**config.mk**
```make
export PLATFORM = sky130hd
export DESIGN_NAME = smbm_cmd_issue
export DESIGN_NICKNAME = d
export VERILOG_FILES = /design/src/rtl/smbm_cmd_issue.sv
export SDC_FILE = /design/constraint.sdc
export NUM_CORES = 2
export LEC_CHECK = 0
export CAP_MARGIN = 20
export CORE_UTILIZATION = 45
export CTS_BUF_LIST = sky130_fd_sc_hd__clkbuf_4 sky130_fd_sc_hd__clkbuf_8
export CTS_CLUSTER_SIZE = 8
export DETAILED_ROUTE_END_ITERATION = 6
export HOLD_SLACK_MARGIN = 0.08
export PLACE_DENSITY = 0.64
export SYNTH_ARGS = -nofsm -noshare
export SYNTH_HDL_FRONTEND = slang
export SYNTH_SLANG_ARGS = --single-unit
```
**constraint.sdc**
```tcl
create_clock -name clk -period 13.07 [get_ports clk]
set_clock_uncertainty 0.05 [all_clocks]
set_input_delay 2.614 -clock clk [delete_from_list [all_inputs] [get_ports clk]]
set_output_delay 2.614 -clock clk [all_outputs]
set_load 0.02 [all_outputs]
```
**src/rtl/smbm_cmd_issue.sv**
```systemverilog
// smbm_cmd_issue
//   Command front end for the sorted multi-metric buffer manager (smbm).
//   Requests (ADD / DELETE / READ_FILTERED / READ_ALL) are accepted over a
//   valid/ready handshake into a small circular FIFO. The head is issued to
//   smbm as a single-cycle opcode pulse, operands are held until smbm
//   reports done, and a one-cycle completion pulse is produced. List
//   occupancy is tracked locally so ADD-on-full and DELETE-on-empty are
//   rejected without ever reaching smbm.
//
// Ports
//   clk, rst          clock (rising edge), synchronous active-high reset
//   req_valid/ready   request handshake; ready == FIFO not full
//   req_op            0=ADD 1=DELETE 2=READ_FILTERED 3=READ_ALL
//   req_id            id for ADD/DELETE
//   req_metric        NUM_OF_METRICS x 8-bit metric values for ADD
//   req_mask          filter bit vector for READ_FILTERED
//   req_metricx       metric list selector for READs
//   smbm_opcode       opcode pulse to smbm, 3'b111 when not issuing
//   smbm_opcode_in    read sub-mode to smbm
//   smbm_id/metric_val/in/metricx  operand registers to smbm
//   smbm_done         command-complete strobe from smbm
//   cmpl_valid        one-cycle completion pulse
//   cmpl_op, cmpl_err op of completed request; err=1 means rejected
//   occupancy         number of ids currently held in smbm
//   busy              FSM not idle or FIFO non-empty
module smbm_cmd_issue #(
  parameter int BIT_VEC_SIZE       = 256,
  parameter int BIT_VEC_SIZE_LOG   = 8,
  parameter int NUM_OF_METRICS     = 8,
  parameter int NUM_OF_METRICS_LOG = 3,
  parameter int FIFO_DEPTH         = 4,
  parameter int FIFO_DEPTH_LOG     = 2
) (
  input  logic                          clk,
  input  logic                          rst,
  input  logic                          req_valid,
  output logic                          req_ready,
  input  logic [1:0]                    req_op,
  input  logic [BIT_VEC_SIZE_LOG-1:0]   req_id,
  input  logic [NUM_OF_METRICS*8-1:0]   req_metric,
  input  logic [BIT_VEC_SIZE-1:0]       req_mask,
  input  logic [NUM_OF_METRICS_LOG-1:0] req_metricx,
  output logic [2:0]                    smbm_opcode,
  output logic [2:0]                    smbm_opcode_in,
  output logic [BIT_VEC_SIZE_LOG-1:0]   smbm_id,
  output logic [NUM_OF_METRICS*8-1:0]   smbm_metric_val,
  output logic [BIT_VEC_SIZE-1:0]       smbm_in,
  output logic [NUM_OF_METRICS_LOG-1:0] smbm_metricx,
  input  logic                          smbm_done,
  output logic                          cmpl_valid,
  output logic [1:0]                    cmpl_op,
  output logic                          cmpl_err,
  output logic [BIT_VEC_SIZE_LOG:0]     occupancy,
  output logic                          busy
);

  typedef enum logic [1:0] {
    S_IDLE  = 2'd0,
    S_ISSUE = 2'd1,
    S_WAIT  = 2'd2
  } state_t;

  localparam logic [1:0] OP_ADD = 2'd0;
  localparam logic [1:0] OP_DEL = 2'd1;
  localparam logic [1:0] OP_RDF = 2'd2;
  localparam logic [1:0] OP_RDA = 2'd3;

  localparam int MW = NUM_OF_METRICS * 8;
  localparam logic [BIT_VEC_SIZE_LOG:0] OCC_FULL = (BIT_VEC_SIZE_LOG+1)'(BIT_VEC_SIZE);
  localparam logic [BIT_VEC_SIZE_LOG:0] OCC_ONE  = (BIT_VEC_SIZE_LOG+1)'(1);
  localparam logic [FIFO_DEPTH_LOG:0]   CNT_FULL = (FIFO_DEPTH_LOG+1)'(FIFO_DEPTH);
  localparam logic [FIFO_DEPTH_LOG:0]   CNT_ONE  = (FIFO_DEPTH_LOG+1)'(1);

  // ---------------------------------------------------------------- FIFO
  logic [1:0]                    fop_q  [FIFO_DEPTH];
  logic [BIT_VEC_SIZE_LOG-1:0]   fid_q  [FIFO_DEPTH];
  logic [MW-1:0]                 fmet_q [FIFO_DEPTH];
  logic [BIT_VEC_SIZE-1:0]       fmask_q[FIFO_DEPTH];
  logic [NUM_OF_METRICS_LOG-1:0] fmx_q  [FIFO_DEPTH];

  logic [FIFO_DEPTH_LOG-1:0] wr_q, rd_q;
  logic [FIFO_DEPTH_LOG:0]   cnt_q;
  logic                      push, pop, full;

  assign full      = (cnt_q == CNT_FULL);
  assign req_ready = !full;
  // No bypass: a full FIFO refuses a push even when the head pops this cycle.
  assign push      = req_valid && !full;

  always_ff @(posedge clk) begin
    if (push) begin
      fop_q[wr_q]   <= req_op;
      fid_q[wr_q]   <= req_id;
      fmet_q[wr_q]  <= req_metric;
      fmask_q[wr_q] <= req_mask;
      fmx_q[wr_q]   <= req_metricx;
    end
  end

  always_ff @(posedge clk) begin
    if (rst) begin
      wr_q  <= '0;
      rd_q  <= '0;
      cnt_q <= '0;
    end else begin
      if (push) wr_q <= wr_q + 1'b1;
      if (pop)  rd_q <= rd_q + 1'b1;
      case ({push, pop})
        2'b10:   cnt_q <= cnt_q + CNT_ONE;
        2'b01:   cnt_q <= cnt_q - CNT_ONE;
        default: cnt_q <= cnt_q;
      endcase
    end
  end

  logic [1:0] head_op;
  assign head_op = fop_q[rd_q];

  // ---------------------------------------------------------------- FSM
  state_t                        state_q, state_d;
  logic [1:0]                    op_q;
  logic [2:0]                    opc_in_q, opc_in_d;
  logic [BIT_VEC_SIZE_LOG-1:0]   id_q;
  logic [MW-1:0]                 met_q;
  logic [BIT_VEC_SIZE-1:0]       mask_q;
  logic [NUM_OF_METRICS_LOG-1:0] mx_q;
  logic                          load;
  logic                          cmpl_valid_q, cmpl_valid_d;
  logic                          cmpl_err_q, cmpl_err_d;
  logic [1:0]                    cmpl_op_q, cmpl_op_d;
  logic [BIT_VEC_SIZE_LOG:0]     occ_q, occ_d;
  logic                          reject;

  assign reject = ((head_op == OP_ADD) && (occ_q == OCC_FULL)) ||
                  ((head_op == OP_DEL) && (occ_q == '0));

  always_comb begin
    case (head_op)
      OP_RDF:  opc_in_d = 3'b010;
      OP_RDA:  opc_in_d = 3'b101;
      default: opc_in_d = 3'b000;
    endcase
  end

  always_comb begin
    state_d      = state_q;
    pop          = 1'b0;
    load         = 1'b0;
    cmpl_valid_d = 1'b0;
    cmpl_err_d   = cmpl_err_q;
    cmpl_op_d    = cmpl_op_q;
    occ_d        = occ_q;
    smbm_opcode  = 3'b111;
    case (state_q)
      S_IDLE: begin
        if (cnt_q != '0) begin
          if (reject) begin
            pop          = 1'b1;
            cmpl_valid_d = 1'b1;
            cmpl_err_d   = 1'b1;
            cmpl_op_d    = head_op;
          end else begin
            load    = 1'b1;
            state_d = S_ISSUE;
          end
        end
      end
      S_ISSUE: begin
        case (op_q)
          OP_ADD:  smbm_opcode = 3'b000;
          OP_DEL:  smbm_opcode = 3'b001;
          default: smbm_opcode = 3'b010;
        endcase
        state_d = S_WAIT;
      end
      S_WAIT: begin
        // The head stays in the FIFO until smbm finishes, so it is popped here.
        if (smbm_done) begin
          pop          = 1'b1;
          cmpl_valid_d = 1'b1;
          cmpl_err_d   = 1'b0;
          cmpl_op_d    = op_q;
          if (op_q == OP_ADD)      occ_d = occ_q + OCC_ONE;
          else if (op_q == OP_DEL) occ_d = occ_q - OCC_ONE;
          state_d = S_IDLE;
        end
      end
      default: state_d = S_IDLE;
    endcase
  end

  always_ff @(posedge clk) begin
    if (rst) begin
      state_q      <= S_IDLE;
      cmpl_valid_q <= 1'b0;
      cmpl_err_q   <= 1'b0;
      cmpl_op_q    <= '0;
      occ_q        <= '0;
    end else begin
      state_q      <= state_d;
      cmpl_valid_q <= cmpl_valid_d;
      cmpl_err_q   <= cmpl_err_d;
      cmpl_op_q    <= cmpl_op_d;
      occ_q        <= occ_d;
    end
  end

  always_ff @(posedge clk) begin
    if (rst) begin
      op_q     <= '0;
      opc_in_q <= '0;
      id_q     <= '0;
      met_q    <= '0;
      mask_q   <= '0;
      mx_q     <= '0;
    end else if (load) begin
      op_q     <= head_op;
      opc_in_q <= opc_in_d;
      id_q     <= fid_q[rd_q];
      met_q    <= fmet_q[rd_q];
      mask_q   <= fmask_q[rd_q];
      mx_q     <= fmx_q[rd_q];
    end
  end

  assign smbm_opcode_in  = opc_in_q;
  assign smbm_id         = id_q;
  assign smbm_metric_val = met_q;
  assign smbm_in         = mask_q;
  assign smbm_metricx    = mx_q;
  assign cmpl_valid      = cmpl_valid_q;
  assign cmpl_err        = cmpl_err_q;
  assign cmpl_op         = cmpl_op_q;
  assign occupancy       = occ_q;
  assign busy            = (state_q != S_IDLE) || (cnt_q != '0);

endmodule

```
# Word-level counts from Yosys, hierarchy flattened

Memories as Yosys holds them, arrays and structs flattened. A register that Yosys moved wholly into a read port is not among the register bits.
Index checks and enable logic that the tools add are counted.

Register bits: 27
Latch bits: 0
RAM bits: 1332
Memory bits (read-only): 0
Bits of input ports: 337
Output and inout port bits: 352
Word-level logic and storage cells: 82
Memories kept: 5

Add/subtract/negate cells: 6
$mul: 0
Divide/modulo/power cells: 0
Order comparisons: 0
Equal/unequal tests: 14
Shift operators: 0
Multiplexer cells: 29
Bitwise operators: 0
Reduce and logical (&&, ||, !) cells: 18

Memory list:

| memory  | words | bits a word | read ports | clocked after memory_dff | wr ports | RTL line | text |
|---|---|---|---|---|---|---|---|
| fmask_q | 4     | 256         | 1          | 1                        | 1        | 78       | `logic [BIT_VEC_SIZE-1:0] fmask_q[FIFO_DEPTH];` |
| fmet_q  | 4     | 64          | 1          | 1                        | 1        | 77       | `logic [MW-1:0] fmet_q [FIFO_DEPTH];` |
| fid_q   | 4     | 8           | 1          | 1                        | 1        | 76       | `logic [BIT_VEC_SIZE_LOG-1:0] fid_q [FIFO_DEPTH];` |
| fmx_q   | 4     | 3           | 1          | 1                        | 1        | 79       | `logic [NUM_OF_METRICS_LOG-1:0] fmx_q [FIFO_DEPTH];` |
| fop_q   | 4     | 2           | 1          | 1                        | 1        | 75       | `logic [1:0] fop_q [FIFO_DEPTH];` |

Operator list:

| operator              | number |
|---|---|
| $mux W9               | 2 |
| $mux W2               | 8 |
| $pmux W3 S2           | 2 |
| $mux W1               | 11 |
| $add A9 B1 Y9 const B | 1 |
| $eq A9 B9 Y1 const B  | 1 |
| $logic_not A9 Y1      | 1 |
| $sub A9 B1 Y9 const B | 1 |
| $eq A2 B1 Y1 const B  | 4 |
| $eq A2 B2 Y1 const B  | 4 |
| $ne A2 B2 Y1 const B  | 4 |
| $pmux W2 S2           | 2 |
| $reduce_bool A2 Y1    | 4 |
| $logic_not A2 Y1      | 3 |
| $pmux W2 S3           | 1 |
| $reduce_and A3 Y1     | 2 |
| $add A2 B1 Y2 const B | 2 |
| $pmux W1 S2           | 2 |
| $reduce_and A4 Y1     | 1 |
| $add A3 B1 Y3 const B | 1 |
| $eq A3 B3 Y1 const B  | 1 |
| $logic_and A1 B1 Y1   | 3 |
| $mux W3               | 1 |
| $reduce_bool A3 Y1    | 1 |
| 3 further kinds       | 4 |

# Logic depth before layout (Yosys ltp)

Depth in word-level cells: 8
Mapped depth: 10
Mapped depth without buffers: 10

# Worst setup path before layout

Ideal clock, no wire load.

Path kind: input to register
Start point: input port req_valid
End point: memory fid_q[0][0], enable pin
Setup time: 0.741 ns
Data arrival time: 10.197 ns
Required time: 12.279 ns
Path slack: 2.081 ns
Stages on the path: 1
Path buffers: 0
Path through: and3_1

Cells in the longest elaborated chain, start to end: 3

RTL lines:

| what                          | RTL line | text |
|---|---|---|
| from (decl)                   | 36       | `input logic req_valid,` |
| $logic_and A1 B1 Y1           | 88       | `assign push = req_valid && !full;` |
| $mux W1                       | 91       | `if (push) begin` |
| $mux W1 (implied by the code) | 93       | `fid_q[wr_q] <= req_id;` |
| to (decl)                     | 76       |  |

Every way passes these cells.

# Worst setup path after layout

Start point: input port req_valid
End point: memory fmet_q[3][53] in the netlist's numbering, enable pin

Cells in the longest elaborated chain, start to end: 3

RTL lines:

| what                          | RTL line | text |
|---|---|---|
| $logic_and A1 B1 Y1           | 88       |  |
| $mux W1                       | 91       |  |
| $mux W1 (implied by the code) | 94       | `fmet_q[wr_q] <= req_metric;` |
| to (decl)                     | 77       |  |

Every way passes these cells.

==> impl_results.md <==
- Combinational power share: 0.287
- Hold Crit Class: reg2reg
- CTS Buffer Depth: 4
- Worst path cell trace: clkdlybuf4s50_1, and3_4, buf_12, buf_4
- F_max: a little under 0.2 GHz
- TritonCTS clock tree: done
- DRT Wirelength: 142,700 um
- Internal: approximately 11 mW
- Part of the power in registers: 0.435
- Critical path launch point type: input pin
- DR WL/cell: about 23 um
- Buffers on Ports: slightly below 700
- Period utilization: 0.3979
- Vias: approximately 32,000
- Die height: 369.5 um
- P_sw: between 5 and 6 mW
- Vias/cell: roughly 5.2
- Vias in the first global route: 33,220
- Layout cell share with drive strength beyond 1: 0.1963
- Cell Pwr Density: 221.2 mW/mm2
- CTS sink count: between 1,500 and 2,000
- R2R depth: 8
- Gr usage total: 0.2084
- Critical path's top delay family: buffers and inverters
- Gr busiest metal: met2
- Cts hold-fix bufs: 0
- Max VDD drop: ~270 uV
- Finished Layout Cells: 6,187
- Synth Instances: around 3,400
- Grt ovf: 0
- Static leakage: 24.15 nW
- Syn Std Cell Area: roughly 0.061 mm2
- Initial antenna violation count: 41
- Nets: 4,535
- DIE WIDTH: about 370 um
- Post-CTS Setup Bufs: 0
- GP Congestion: approximately 0.77
- Critical Path Slowest Stage Cell: buf_4
- Max Slew Vio Count: 0
- Worst path depth: 4
- Pre-antenna DRT Iters: 7
- Drt drc: between 80 and 90
- Met1 GRT Util: 0.2715
- Initial Utilization: 0.4543
- Placed wire-length estimate: ~84,000 um
- Crit path DAT: 5680 ps
- Ports: ~700
- Setup-failing EPs final: 0
- Setup CP Type: in2reg
- CTS resizes: 0
- Fill cell count: about 10,000
- Ys Warns: 0
- Post-layout min period: about 5200 ps
- Worst EP required: about 14,000 ps
- Number of max-cap violations: 0
- Global-route met2 utilization: 0.3246
- Post-synth cell types: 42
- CP endpoint kind: flop
- Core area: 0.1338 mm2
- Max incr delay on CP: roughly 950 ps
- Worst Hold Depth: 2
- Largest net degree at the start of global routing: roughly 180
- Status: complete, but fails checks
- Asr flop ratio synth: 0
- Hold Vio Cnt, Final: 0
- Area Overhead vs Synth: 23.58%
- Unrepaired setup endpoints after global routing: no
- Num rows: approximately 130
- Number of H-tree levels: 5
- Num CTS Buffers: between 200 and 300
- Syn nets: 3,711
- Worst-Margin Slew: between 1000 and 1500 ps
- 1st-iter DRT viols: about 2,200
- Sequential area share after synthesis: 0.7764
- Full die area: between 0.1 and 0.15 mm2
- Setup_tns: 0 ps
- Crit-path max FO: around 140
- Clock Latency Late Sink: ~940 ps
- GR Layer Usage met3: 0.07038
- Predominant post-synthesis flop cell: edfxtp_1
- Clock power share: 0.278
- Placed cell count: around 5,700
- Switching Share: 0.3157
- Max_slew headroom: 0.2045
- Syn_area_per_cell: 18.09 um2
- Count of state elements after synthesis: ~1,700
- Reg clk slew, reported paths: about 60 ps
- Global-route wire length before repair: ~210,000 um
- Failing checks: DRC
- Final ANT Viol Nets: 0
- Clock Tree Root: clkbuf_8
- Post-synth EDFFs: approximately 1,300
- Crit path buffers/inverters: 3
## cell families after synthesis
logic type	after synthesis	synth area share
AND/OR/NAND/NOR	739	0.04714
flip-flops	1691	0.7764
buffers and inverters	198	0.01595
adder cells (fa/ha/maj)	14	0.003129
AO/OA/AOI/OAI	371	0.03187
XOR/XNOR	9	0.001297
multiplexers	338	0.1242
## layer usage
layer | up-vias | routed length, um | part of all wire
li1 | 14600 | - | -
met1 | 16490 | 57720 | 0.40
met2 | 1063 | 68750 | 0.48
met3 | 273 | 12260 | 0.086
met4 | 44 | 3685 | 0.026
met5 | - | 294 | 0.0021
## power by group through the flow
stage,combinational [mW],sequential (mW),clock (mW)
4_1_cts,4.86,7.25,4.75
3_5_place_dp,4.85,7.35,0
6_report,4.77,7.23,4.62
2_1_floorplan,2.45,7.86,0
3_3_place_gp,4.82,7.33,0
5_1_grt,5.15,7.31,4.98
## synth_stat cells (2+ instances only)
library cell | count | area share
a211oi_1 | 4 | 0.00049
a21o_1 | 2 | 0.00025
a21oi_1 | 337 | 0.028
a21oi_2 | 11 | 0.0016
and3_1 | 4 | 0.00041
buf_1 | 2 | 0.00012
buf_2 | 43 | 0.0035
buf_4 | 2 | 0.00025
buf_6 | 22 | 0.0041
clkbuf_1 | 120 | 0.0074
dfxtp_1 | 359 | 0.12
edfxtp_1 | 1332 | 0.66
fa_1 | 2 | 0.00066
ha_1 | 12 | 0.0025
inv_1 | 9 | 0.00056
mux2i_1 | 4 | 0.00066
mux4_2 | 333 | 0.12
nand2_1 | 683 | 0.042
nand2b_1 | 6 | 0.00062
nand3_1 | 3 | 0.00025
nor2_1 | 20 | 0.0012
nor2b_1 | 4 | 0.00041
nor3_1 | 5 | 0.00041
nor4b_1 | 2 | 0.00029
o211ai_1 | 2 | 0.00025
o21ai_0 | 8 | 0.00066
o31ai_1 | 2 | 0.00025
or3_1 | 5 | 0.00051
or4_1 | 2 | 0.00025
xnor2_1 | 5 | 0.00072
xor2_1 | 4 | 0.00058
## metrics by stage
stage               hold slack (ps)  cell area (um2)  power, mW    util  worst slack (ps)
CTS                           403.5            75040      16.86  0.5608              7855
floorplan                     419.2            60780      10.31       -              2081
global placement              391.9            69380      12.15  0.5186              6841
detailed placement            395.8            69380      12.20  0.5186              6837
finish                        401.6            75110      16.61  0.5614              7870
global route                  419.0            75080      17.44  0.5611              7752
## layout by cell type, fill, tap and decap left out, types with 3 or more instances in the layout
master and count:
ha_1 12, buf_12 12, edfxtp_1 1332, xor2_1 4, clkbuf_4 140, a21oi_2 10, nand2_1 683, clkinv_2 7
dfxtp_1 357, clkdlybuf4s50_1 687, or3_1 5, inv_1 9, nor2b_1 4, buf_4 20, clkinvlp_4 4, nand2b_1 6
and3_4 4, clkinv_1 24, nor3_1 5, a211oi_1 4, clkbuf_8 320, o21ai_0 8, mux4_2 333, inv_6 5
diode_2 28, nor2_1 20, xnor2_1 5, a21oi_1 337, mux2i_1 4, nand3_1 3
## worst min-delay path: stages (launching register included)
cell     delay, ps
dfxtp_1        310
nand2_1         50
a21oi_1         50
## path summary, 6_finish.rpt
check,from,slack [ps],endpoint
worst min register to register,smbm_in[130],400,smbm_in[130]
worst min-delay path,smbm_in[130],400,smbm_in[130]
worst max-delay path,req_valid,7870,fmet_q[3][53]
worst max register to register,flop,8760,smbm_id[1]
## layout make-up
class | instances | area, um2 | share of cell area
Clock buffer | 460 | 5455 | 0.07263
Timing Repair Buffer | 720 | 7282 | 0.09696
Tap cell | 1768 | 2212 | 0.02945
Sequential cell | 1691 | 47190 | 0.6284
Multi-Input combinational cell | 1471 | 12660 | 0.1686
Clock inverter | 40 | 198.9 | 0.002649
Antenna cell | 28 | 70.07 | 0.0009329
Inverter | 9 | 33.78 | 0.0004498
## state kept, by name (all words and copies together), names as in the netlist, named ones only
signal / count
fmx_q: 12
smbm_metric_val: 64
occupancy: 9
cmpl_op: 2
smbm_id: 8
fid_q: 32
cnt_q: 3
cmpl_valid: 1
state_q: 2
fmet_q: 256
cmpl_err: 1
smbm_opcode_in: 2
rd_q: 2
fmask_q: 1024
smbm_in: 256
fop_q: 8
wr_q: 2
op_q: 2
smbm_metricx: 3
(Power assumes the default switching activity.)
